`src/rtl/coord_pkg.sv`:
```
// coord_pkg: shared types and helpers for the coordinate scan datapath.
//   state_e        scan FSM states (S_IDLE, S_RUN, S_DONE)
//   *_DFLT         default widths for index / coordinate / log2-width fields
//   compose_index  (y << log2w) | x, evaluated at 64 bits; callers truncate
package coord_pkg;

  typedef enum logic [1:0] {S_IDLE, S_RUN, S_DONE} state_e;

  localparam int unsigned IDX_W_DFLT   = 16;
  localparam int unsigned COORD_W_DFLT = 16;
  localparam int unsigned LOG2W_W_DFLT = 4;

  function automatic logic [63:0] compose_index(input logic [63:0] x,
                                                input logic [63:0] y,
                                                input logic [5:0]  log2w);
    return (y << log2w) | x;
  endfunction

endpackage

```
`src/rtl/coord_index_calc.sv`:
```
// coord_index_calc: combinational (X, Y, log2w) -> linear frame index.
//   x      in   COORD_W  column
//   y      in   COORD_W  row
//   log2w  in   LOG2W_W  log2 of frame width
//   index  out  IDX_W    (y << log2w) | x, upper bits discarded
module coord_index_calc
  import coord_pkg::*;
#(
  parameter int unsigned IDX_W   = IDX_W_DFLT,
  parameter int unsigned COORD_W = COORD_W_DFLT,
  parameter int unsigned LOG2W_W = LOG2W_W_DFLT
) (
  input  logic [COORD_W-1:0] x,
  input  logic [COORD_W-1:0] y,
  input  logic [LOG2W_W-1:0] log2w,
  output logic [IDX_W-1:0]   index
);

  logic [63:0] full_index;

  always_comb begin
    full_index = compose_index(64'(x), 64'(y), 6'(log2w));
    index      = full_index[IDX_W-1:0];
  end

endmodule

```
`src/rtl/coord_scan_gen.sv`:
```
// coord_scan_gen: sequential raster-window coordinate generator.
// On start it walks a w x h window at (x0, y0) of a frame 2^log2w pixels wide and emits one
// (X, Y, index) beat per out_valid/out_ready handshake.
//   Clk, Reset          clock, synchronous active-high reset
//   start, abort        scan control (abort wins over start)
//   cfg_*               window / frame config, captured when start is taken in S_IDLE
//   out_valid/out_ready beat handshake; X, Y, index, last describe the presented beat
//   RegWrite            out_valid & out_ready write strobe
//   busy, done, cfg_err status; done pulses one cycle, cfg_err held until next start
// Optional macro COORD_SERPENTINE_EN: odd relative rows scan right-to-left.
module coord_scan_gen
  import coord_pkg::*;
#(
  parameter int unsigned IDX_W   = IDX_W_DFLT,
  parameter int unsigned COORD_W = COORD_W_DFLT,
  parameter int unsigned LOG2W_W = LOG2W_W_DFLT
) (
  input  logic               Clk,
  input  logic               Reset,
  input  logic               start,
  input  logic               abort,
  input  logic [LOG2W_W-1:0] cfg_log2w,
  input  logic [COORD_W-1:0] cfg_x0,
  input  logic [COORD_W-1:0] cfg_y0,
  input  logic [COORD_W-1:0] cfg_w,
  input  logic [COORD_W-1:0] cfg_h,
  output logic               out_valid,
  input  logic               out_ready,
  output logic [COORD_W-1:0] X,
  output logic [COORD_W-1:0] Y,
  output logic [IDX_W-1:0]   index,
  output logic               last,
  output logic               RegWrite,
  output logic               busy,
  output logic               done,
  output logic               cfg_err
);

  localparam int unsigned XW    = COORD_W + 1;
  // Wide enough for both x0 + w and 2^log2w without overflow.
  localparam int unsigned FRM_W = (1 << LOG2W_W) + 1;
  localparam int unsigned FW    = (XW > FRM_W) ? XW : FRM_W;

  state_e state_q, state_d;

  logic [XW-1:0]      x_q, x_d, y_q, y_d;
  logic [XW-1:0]      x0_q, x0_d, xend_q, xend_d, yend_q, yend_d;
  logic [LOG2W_W-1:0] log2w_q, log2w_d;
  logic               err_q, err_d;
`ifdef COORD_SERPENTINE_EN
  logic               odd_q, odd_d;
`endif

  logic [FW-1:0] span, frame;
  logic          oversize, empty, row_end, last_int;

  always_comb begin
    span     = FW'(cfg_x0) + FW'(cfg_w);
    frame    = FW'(1) << cfg_log2w;
    oversize = span > frame;
    empty    = (cfg_w == '0) || (cfg_h == '0);
`ifdef COORD_SERPENTINE_EN
    row_end  = odd_q ? (x_q == x0_q) : (x_q == xend_q);
`else
    row_end  = (x_q == xend_q);
`endif
    last_int = (state_q == S_RUN) && row_end && (y_q == yend_q);
  end

  // State register
  always_ff @(posedge Clk) begin
    if (Reset) state_q <= S_IDLE;
    else       state_q <= state_d;
  end

  // Next-state logic
  always_comb begin
    state_d = state_q;
    case (state_q)
      S_IDLE:  if (start) state_d = (empty || oversize) ? S_DONE : S_RUN;
      S_RUN:   if (out_ready && last_int) state_d = S_DONE;
      S_DONE:  state_d = S_IDLE;
      default: state_d = S_IDLE;
    endcase
    if (abort) state_d = S_IDLE;
  end

  // Output logic: everything derives from registers except the write strobe.
  always_comb begin
    out_valid = (state_q == S_RUN);
    busy      = (state_q == S_RUN);
    done      = (state_q == S_DONE);
    cfg_err   = err_q;
    X         = x_q[COORD_W-1:0];
    Y         = y_q[COORD_W-1:0];
    last      = last_int;
    RegWrite  = out_valid & out_ready;
  end

  // Datapath next-state
  always_comb begin
    x_d     = x_q;
    y_d     = y_q;
    x0_d    = x0_q;
    xend_d  = xend_q;
    yend_d  = yend_q;
    log2w_d = log2w_q;
    err_d   = err_q;
`ifdef COORD_SERPENTINE_EN
    odd_d   = odd_q;
`endif
    if (!abort) begin
      if (state_q == S_IDLE && start) begin
        x_d     = XW'(cfg_x0);
        y_d     = XW'(cfg_y0);
        x0_d    = XW'(cfg_x0);
        // End bounds wrap when w/h is zero, but that case never enters S_RUN.
        xend_d  = XW'(cfg_x0) + XW'(cfg_w) - XW'(1);
        yend_d  = XW'(cfg_y0) + XW'(cfg_h) - XW'(1);
        log2w_d = cfg_log2w;
        err_d   = oversize;
`ifdef COORD_SERPENTINE_EN
        odd_d   = 1'b0;
`endif
      end else if (state_q == S_RUN && out_ready && !last_int) begin
`ifdef COORD_SERPENTINE_EN
        // Row turn keeps X at the edge; the new row starts where the old one ended.
        if (row_end) begin
          y_d   = y_q + XW'(1);
          odd_d = ~odd_q;
        end else if (odd_q) begin
          x_d = x_q - XW'(1);
        end else begin
          x_d = x_q + XW'(1);
        end
`else
        if (row_end) begin
          x_d = x0_q;
          y_d = y_q + XW'(1);
        end else begin
          x_d = x_q + XW'(1);
        end
`endif
      end
    end
  end

  always_ff @(posedge Clk) begin
    if (Reset) begin
      x_q     <= '0;
      y_q     <= '0;
      x0_q    <= '0;
      xend_q  <= '0;
      yend_q  <= '0;
      log2w_q <= '0;
      err_q   <= 1'b0;
`ifdef COORD_SERPENTINE_EN
      odd_q   <= 1'b0;
`endif
    end else begin
      x_q     <= x_d;
      y_q     <= y_d;
      x0_q    <= x0_d;
      xend_q  <= xend_d;
      yend_q  <= yend_d;
      log2w_q <= log2w_d;
      err_q   <= err_d;
`ifdef COORD_SERPENTINE_EN
      odd_q   <= odd_d;
`endif
    end
  end

  coord_index_calc #(
    .IDX_W  (IDX_W),
    .COORD_W(COORD_W),
    .LOG2W_W(LOG2W_W)
  ) u_index_calc (
    .x    (x_q[COORD_W-1:0]),
    .y    (y_q[COORD_W-1:0]),
    .log2w(log2w_q),
    .index(index)
  );

endmodule
```
`config.mk`:
```
export PLATFORM = sky130hd
export DESIGN_NAME = coord_scan_gen
export DESIGN_NICKNAME = d
export VERILOG_FILES = /design/src/rtl/coord_pkg.sv /design/src/rtl/coord_index_calc.sv /design/src/rtl/coord_scan_gen.sv
export SDC_FILE = /design/constraint.sdc
export NUM_CORES = 1
export LEC_CHECK = 0
export BUFFER_PORTS_ARGS = -buffer_cell sky130_fd_sc_hd__buf_2
export CAP_MARGIN = 20
export CORE_MARGIN = 8
export CORE_UTILIZATION = 55
export DETAILED_ROUTE_END_ITERATION = 6
export GPL_TIMING_DRIVEN = 0
export PLACE_DENSITY_LB_ADDON = 0.25
export SLEW_MARGIN = 20
export SYNTH_ARGS = -nofsm -noshare
export SYNTH_HDL_FRONTEND = slang
export SYNTH_SLANG_ARGS = --single-unit
```
`constraint.sdc`:
```
create_clock -name Clk -period 8.2 [get_ports Clk]
set_clock_uncertainty 0.05 [all_clocks]
set_input_delay 0.41 -clock Clk [delete_from_list [all_inputs] [get_ports Clk]]
set_output_delay 0.41 -clock Clk [all_outputs]
set_load 0.03 [all_outputs]
```
==> run metrics, run 1 <==
final antenna-violating net count=0; final non-filler cell total=about 1400; Longest Clk Path Bufs=2; dominant cell type by area after synthesis=dfxtp_1; drt via density=5.92; Die Width=around 140 um; core area=0.0144 mm2; 1st-pass router iterations=5; residual DRC count=0; # IOs=approximately 130; area grow syn2layout=14.1%; num rows=44; Final Hold Vio Count=0; Synth top area share=a little under a quarter; Leak=approximately 4.1 nW; Max VDD drop=134 uV; clk root buf=clkbuf_16; gpl congestion=0.943; Slew Limit Fails=0; critical path arrival=approximately 4200 ps; Multi-input gate area=between 0.005 and 0.006 mm2; CP Launch Type=primary input; Hold Crit Class=in2reg; initial core utilization=55.6%; status=finished, final reports clean; initial antenna violation count=1; maximum fanout along the worst path=4; Mapped Area=approximately 0.008 mm2; DP Wirelength=around 20000 um; clk slew on worst S/H paths=70 ps; First DRT Iteration DRCs=between 700 and 800; Reg area=roughly 0.0018 mm2; setup TNS=0 ps; Via Count=around 8100; post-cts sizing count=0; Worst EP required=approximately 8400 ps; fmax=~0.25 GHz; Avg Cell Area, Syn=about 7.6 um2; sequential cell area fraction in the yosys report=a little under a quarter; largest net degree at the start of global routing=19; Filler cells=about 1400; PortBufs=120; Post-synth EDFFs=0; WL per Instance=18.2 um; Worst-Margin Slew=approximately 740 ps; top-count cell post-synth=dfxtp_1; synthesized instance count=~1000; number of global-route vias before repair=approximately 7300; Rel. slew slack=between 50% and 60%; dpl cells=1352; CTS Buf Count=9; top post-synthesis cells by area=dfxtp_1, ha_1, xnor2_1; worst setup path category=in2reg; post-CTS setup buffers=0; Antenna Cells=0; period utilization=between 40% and 50%; Period minus WS final=around 4000 ps; synth cell count leaders=dfxtp_1, a21oi_1, nor2_1; die height=about 140 um; DRT Wirelength=about 25000 um; Tot GR Track Use=a little over a quarter; total gr overflow=0; hold_buf cts=0; Main synth FF type=dfxtp_1; first-pass GRT wire length=38500 um; flip-flop and latch count after synthesis=between 90 and 100; fin nets=1318; die footprint=0.0186 mm2; Setup Viol. Count Final=0; clk sinks=~90; max-cap violations=0; Pwr per Cell Area=~170 mW/mm2; Synth Warn #=0; setup repair after global routing missed its margin=false; Distinct cells, synth=80; # H-tree levels=3; Clk Latency, worst-skew pair=approximately 350 ps; Syn Nets=about 1200; layout cell share with drive strength beyond 1=17.6%; asr flop ratio synth=0%; TritonCTS clock tree=built; Critical Path End Type=register
==> path summary, 6_finish.rpt <==
| check | cells after the start | endpoint | from | slack (ps) |
|---|---|---|---|---|
| max | 18 | cfg_err | cfg_x0[0] | 4210 |
| min | 2 | x0_q[4] | cfg_x0[4] | 270 |
| max reg2reg | 9 | y_q[6] | x_q[10] | 5300 |
| min reg2reg | 2 | x0_q[15] | x0_q[15] | 410 |
==> cell type report <==
cell class	count	area share (%)
Buffer	92	5.46
Multi-Input combinational cell	781	58.8
Tap cell	184	2.52
Clock buffer	9	2.47
Timing Repair Buffer	120	6.59
Sequential cell	91	20.0
Clock inverter	7	0.755
Inverter	84	3.46
==> power by group <==
part	internal (W)	switching [W]	total [W]
Clock	0.000214	0.000197	0.000410
Sequential	0.000476	0.0000385	0.000514
Combinational	0.000234	0.000366	0.000601
Total	0.000924	0.000602	0.00153
==> layer usage <==
layer	vias to the layer above	GRT usage (%)	wire length [um]
li1	3946	-	-
met1	3721	35.1	10600
met2	379	41.1	11200
met3	47	5.95	2630
met4	2	7.32	461
met5	-	0	9
==> stage by stage <==
stage          total power, W  hold slack (ps)  worst slack [ps]  utilization [%]  area, um2
3_3_place_gp          0.00110              399              3900             61.4       8820
3_5_place_dp          0.00111              410              3870             61.4       8820
2_1_floorplan        0.000949              387              4410                -       7990
6_report              0.00153              269              4210             63.5       9120
4_1_cts               0.00152              268              4240             63.5       9120
5_1_grt               0.00161              279              3900             63.5       9120
==> state kept, by name, indices dropped and copies added (netlist names) <==
signal	flops
x_q	17
y_q	17
state_q	2
cfg_err	1
log2w_q	4
x0_q	16
xend_q	17
yend_q	17
==> cell families after synthesis <==
family          synth area share (%)
xor+xnor                        9.31
mux                             3.60
flops                           22.8
fa+ha+maj                       10.5
compound gates                  23.6
buf+inv                         10.2
simple gates                    20.0
==> worst max-delay path: stages <==
cell and delay, ps:
buf_2 140, ha_1 240, fa_1 400, a21o_2 240, a221oi_4 310, o2bb2ai_1 230
a21oi_1 110, a31oi_1 260, xor2_1 370, inv_1 90, ha_1 340, a21oi_1 140
o21bai_1 90, a311oi_1 320, nand2_1 90, nand2_1 60, a211oi_1 60, a221o_1 280
==> layout by cell type, fill, tap and decap left out, drive strengths merged, types with 6 or more instances in the layout <==
master	instances
buf	170
or3	8
a211oi	39
nand2b	11
clkbuf	51
or2	9
nor4	12
a221oi	8
nor2b	14
and2	7
nand4	17
xnor2	56
nand2	84
dfxtp	91
nor3	22
nor2	85
mux2i	22
inv	87
xor2	29
a21o	15
a22o	24
nand3	21
a21oi	87
ha	64
o21bai	6
and3	14
a31oi	6
o21ai	57
Note: power is estimated with default switching activity, not from simulation.
==> run 2, diff against run 1 <==
ABC_AREA = 1   (was unset)
CORE_UTILIZATION = 54   (was 55)
clock period = 3.67 ns   (was 8.2 ns; I/O delays follow)
==> run 2 against run 1 <==
  * Die area rose by 10%
  * Worst setup slack worse by 3500 ps
  * Sequential share of layout area is 1.6 points lower
  * Area after synthesis up 9.6%
  * Critical endpoint is now state_q[1]
==> run metrics, run 2 <==
status=finished, final reports clean; dominant cell type by area after synthesis=dfxtp_1; Clk network pwr share=between 20% and 30%; top-count cell post-synth=nand2_1; setup slack at placement=approximately 400 ps; Worst-Margin Slew=approximately 830 ps; DP Wirelength=between 20000 and 25000 um; core area=approximately 0.016 mm2; Int Pwr=approximately 0.0020 W; Worst EP required=3880 ps; WL per Instance=between 15 and 20 um; Distinct cells, synth=62; dpl cell area=a little under 0.01 mm2; maximum fanout along the worst path=4; combinational share of power=41.2%; Flop pwr share=32.3%; fin nets=~1600; Mapped Area=slightly below 0.009 mm2; commonest cells after routing, fill and taps aside=nand2_1, inv_1, buf_2; Max VDD drop=between 200 and 250 uV; Post-synth EDFFs=0; Setup Viol. Count Final=0; slowest stage cell, crit path=fa_1; Pwr per Cell Area=about 360 mW/mm2; Tot GR Track Use=28.8%; 1st-pass router iterations=6; post-cts sizing count=0; die footprint=roughly 0.021 mm2; Multi-input gate area=approximately 0.0056 mm2; Via Count=9508; worst setup margin=~730 ps; Synth top area share=between 20% and 30%; drt via density=around 5.6; synth cell count leaders=nand2_1, inv_1, nor2_1, o21ai_0, dfxtp_1; Die Width=roughly 140 um; Avg Cell Area, Syn=6.46 um2; largest net degree at the start of global routing=19; layout cell share with drive strength beyond 1=between 10% and 20%; setup repair after global routing missed its margin=false; Antenna Cells=0; Slew Limit Fails=0; area grow syn2layout=13.4%; die height=143 um; flip-flop and latch count after synthesis=between 90 and 100; gpl congestion=around 0.97; hold_buf cts=0; Reg area=~0.0018 mm2; initial core utilization=55.2%; Pwr Total=about 0.0035 W; P_sw=between 0.001 and 0.0015 W; Critical Path End Type=register; final antenna-violating net count=0; top post-synthesis cells by area=dfxtp_1, nand2_1, ha_1; TritonCTS clock tree=built; post-layout util=a little over three fifths; Rel. slew slack=44.7%; Main synth FF type=dfxtp_1; first-pass GRT wire length=around 47000 um; clk sinks=slightly above 90; clk root buf=clkbuf_16; commonest non-fill, non-tap cell in the layout=nand2_1; post-CTS setup buffers=0; # H-tree levels=3; Hold Crit Class=in2reg; sequential cell area fraction in the yosys report=a little over 20%; asr flop ratio synth=0%; PortBufs=121; Period minus WS final=2940 ps; max incr delay on CP=450 ps; total gr overflow=0; num rows=46; period utilization=80.1%; DRT Wirelength=around 29000 um; Critical Path Most Common Cell=nand3_1; CTS Buf Count=9; Longest Clk Path Bufs=2; # IOs=around 130; Net Sw Frac=42.3%; First DRT Iteration DRCs=slightly above 900; setup TNS=0 ps; Syn Nets=1496; fmax=between 0.3 and 0.4 GHz; worst setup path category=in2reg; number of global-route vias before repair=8663; synthesized instance count=roughly 1400; Final Hold Vio Count=0; Filler cells=1577; critical path arrival=roughly 3200 ps; fin area=just under 0.01 mm2; Clk Latency, worst-skew pair=about 360 ps; Synth Warn #=0; max-cap violations=0; residual DRC count=0; clk slew on worst S/H paths=70 ps; Cell Chain, Critical Path=buf_2 -> ha_1 -> fa_1 -> nand3_1 -> nand3_2 -> nand3_1 -> nand3_1 -> a21oi_1 -> nand2_1 -> nand2_1 -> inv_1 -> ha_1 -> a21oi_1 -> nor2_1 -> nor3_1 -> nand3_1 -> nand2_1 -> nand3_1 -> nand2_1 -> inv_1; initial antenna violation count=0; Leak=4.94 nW; CP Launch Type=primary input
## run 2: final cells by class
type | instances | share of cell area (%)
Clock buffer | 9 | 2.27
Timing Repair Buffer | 121 | 6.09
Clock inverter | 7 | 0.730
Inverter | 221 | 8.37
Buffer | 81 | 4.70
Tap cell | 216 | 2.72
Sequential cell | 91 | 18.3
Multi-Input combinational cell | 964 | 56.8
## run 2: worst max-delay path, delay by kind of cell
kind	cells	cell delay [ps]
adder cells (fa/ha/maj)	3	1040
AND/OR/NAND/NOR	12	1290
AO/OA/AOI/OAI	2	350
buffers and inverters	3	250
## run 2: per-layer routing
metal | global-route usage, % | vias up | wire length, um
met5 | 0 | - | 0
li1 | - | 4708 | -
met2 | 44.9 | 422 | 12600
met4 | 8.47 | 0 | 597
met3 | 3.68 | 52 | 2680
met1 | 40.4 | 4326 | 13500
## run 2: through the flow
stage | hold WS, ps | std cells
finish | 37.7 | 1710
global route | 54.5 | 1710
CTS | 23.4 | 1710
detailed placement | 394 | 1694
global placement | 385 | 1694
floorplan | 246 | 1357
## run 2: path summary, 6_finish.rpt
check          endpoint  slack [ps]        from  depth (start not counted)
min             x0_q[0]          40   cfg_x0[0]                          3
max          state_q[1]         730   cfg_x0[0]                         20
min reg2reg    x0_q[15]         420    x0_q[15]                          2
max reg2reg   yend_q[3]        1290  state_q[0]                          8
## run 2: logic make-up after synthesis
logic type / count (synthesis) / synth area share, %
multiplexers: 8 / 0.914
XOR/XNOR: 56 / 6.07
AND/OR/NAND/NOR: 561 / 29.4
flip-flops: 91 / 20.8
buffers and inverters: 302 / 14.8
AO/OA/AOI/OAI: 273 / 18.4
adder cells (fa/ha/maj): 66 / 9.59
## run 2: power groups by stage
| stage | Combinational, W | Sequential (W) | Clock (W) |
|---|---|---|---|
| 5_1_grt | 0.00161 | 0.00115 | 0.000974 |
| 6_report | 0.00146 | 0.00115 | 0.000940 |
| 3_3_place_gp | 0.00142 | 0.00116 | 0 |
| 3_5_place_dp | 0.00143 | 0.00116 | 0 |
| 4_1_cts | 0.00144 | 0.00114 | 0.000935 |
| 2_1_floorplan | 0.00105 | 0.00114 | 0 |
==> run 3, diff against run 2 <==
CORE_UTILIZATION = 55   (was 54)
clock period = 2.9 ns   (was 3.67 ns; I/O delays follow)
==> run 3 against run 2 <==
  * First-iteration DRC count increased by 6.7%
  * Power increased by 30%
  * Register-to-register slack got worse by 750 ps
  * Hold slack got worse by 20 ps
  * Global-route usage about the same
  * Sequential share of layout area decreased by 0.10 points
  * Wire length increased by 0.17%
  * Combinational power increased by 28%
  * Highest routed layer unchanged
==> run metrics, run 3 (synthesis gave the netlist of run 2 again) <==
status=finished, final reports clean; clk root buf=clkbuf_16; Rel. slew slack=between 50% and 60%; final non-filler cell total=1710; Longest Clk Path Bufs=2; max-cap violations=0; fin area=0.00999 mm2; combinational share of power=40.6%; layout cell share with drive strength beyond 1=about a fifth; area grow syn2layout=14.0%; setup slack at placement=-366 ps; setup repair after global routing missed its margin=true; CTS Buf Count=9; worst setup path category=in2reg; First DRT Iteration DRCs=988; dpl cell area=a little under 0.01 mm2; clk sinks=91; post-CTS setup buffers=0; # IOs=around 130; Antenna Cells=0; Filler cells=1543; Pwr per Cell Area=460 mW/mm2; Hold Slack=18.1 ps; Worst Setup SP=cfg_x0[0]; Int Pwr=around 0.0027 W; DRT Wirelength=a little under 30000 um; num rows=46; period utilization=92.6%; commonest non-fill, non-tap cell in the layout=nand2_1; commonest cells after routing, fill and taps aside=nand2_1, inv_1, buf_2; first-pass GRT wire length=45900 um; dpl cells=approximately 1700; CP Capture Point=state_q[1]; r2r worst-path depth=11; initial antenna violation count=0; Critical Path End Type=register; 1st-pass router iterations=6; Via Count=approximately 9600; worst setup margin=214 ps; Tot GR Track Use=around 29%; Period minus WS final=2690 ps; WL per Instance=roughly 17 um; largest net degree at the start of global routing=19; DP Wirelength=24100 um; setup TNS=0 ps; Clk Latency, worst-skew pair=360 ps; critical path arrival=roughly 2900 ps; Flop pwr share=31.5%; maximum fanout along the worst path=4; Setup Viol. Count Final=0; die footprint=a little over 0.02 mm2; clk slew on worst S/H paths=70 ps; number of global-route vias before repair=roughly 9000; final antenna-violating net count=0; Final Hold Vio Count=0; TritonCTS clock tree=built; r2r setup slk=around 540 ps; core area=approximately 0.016 mm2; # H-tree levels=3; reg2reg end=x_q[9]; fin nets=around 1600; Net Sw Frac=about 42%; Clk network pwr share=between 20% and 30%; Max VDD drop=between 300 and 400 uV; Hold Crit Class=in2reg; P_sw=approximately 0.0019 W; Slew Limit Fails=0; total gr overflow=0; gpl congestion=about 0.99; residual DRC count=0; PortBufs=121; fmax=approximately 0.37 GHz; Die Width=142 um; initial core utilization=a little under three fifths; Leak=4.97 nW; RR Startpoint=y_q[11]; drt via density=around 5.6; die height=about 140 um; Worst EP required=3100 ps; Worst-Margin Slew=approximately 700 ps; CP Launch Type=primary input
[run 3: final cells by class]
cell class / instances / area, um2 / share of cell area, %
buffer: 81 / 468 / 4.68
clock buffer: 9 / 225 / 2.25
clock inverter: 7 / 95.1 / 0.952
inverter: 221 / 832 / 8.33
multi-input combinational: 964 / 5680 / 56.8
sequential: 91 / 1820 / 18.2
tap: 216 / 270 / 2.70
timing repair buffer: 121 / 606 / 6.06
[run 3: per-stage QoR]
step           utilization, %  power [W]
2_1_floorplan               -    0.00277
3_3_place_gp             61.3    0.00326
3_5_place_dp             61.3    0.00329
4_1_cts                  63.4    0.00455
5_1_grt                  63.6    0.00484
6_report                 63.6    0.00460
[run 3: worst min-delay path by stage]
stage / startpoint / endpoint / slack, ps / cells past startpoint
after floorplan: cfg_x0[0] / x0_q[0] / 210 / 2
after global placement: cfg_x0[0] / x0_q[0] / 360 / 3
after detailed placement: cfg_x0[0] / x0_q[0] / 370 / 3
after CTS: cfg_x0[3] / x0_q[3] / 10 / 2
after global routing: cfg_x0[3] / x0_q[3] / 20 / 2
final: cfg_x0[3] / x0_q[3] / 20 / 2
[run 3: critical path, cell delays in order]
cell     delay, ps
buf_2          130
ha_1           250
fa_2           400
nand3_1        100
nand3_2        120
nand3_2        120
nand3_1        130
a21oi_2        160
nand2_1         70
nand2_2        100
inv_1           80
ha_1           340
a21oi_1        150
nor2_1          60
nor3_2         140
nand3_1        100
nand2_2        110
nand3_1         80
nand2_1         60
inv_1           30
[run 3: layer usage]
metal	GRT usage [%]	up-vias	share of wire, %
met4	10.3	0	2.6
li1	-	4711	-
met2	43.8	475	43
met1	40.2	4356	45
met3	4.39	57	9.4
met5	0	-	0
[run 3: power groups by stage]
stage	logic [W]	clock network (W)	registers [W]
floorplan	0.00133	0	0.00144
global placement	0.00179	0	0.00147
detailed placement	0.00182	0	0.00147
CTS	0.00183	0.00127	0.00144
global route	0.00206	0.00132	0.00146
finish	0.00187	0.00128	0.00145
[run 3: timing repair]
item	4_1_cts	5_1_grt
hold buffers	0	0
gates resized for setup	1	9
setup endpoints to repair	1	4
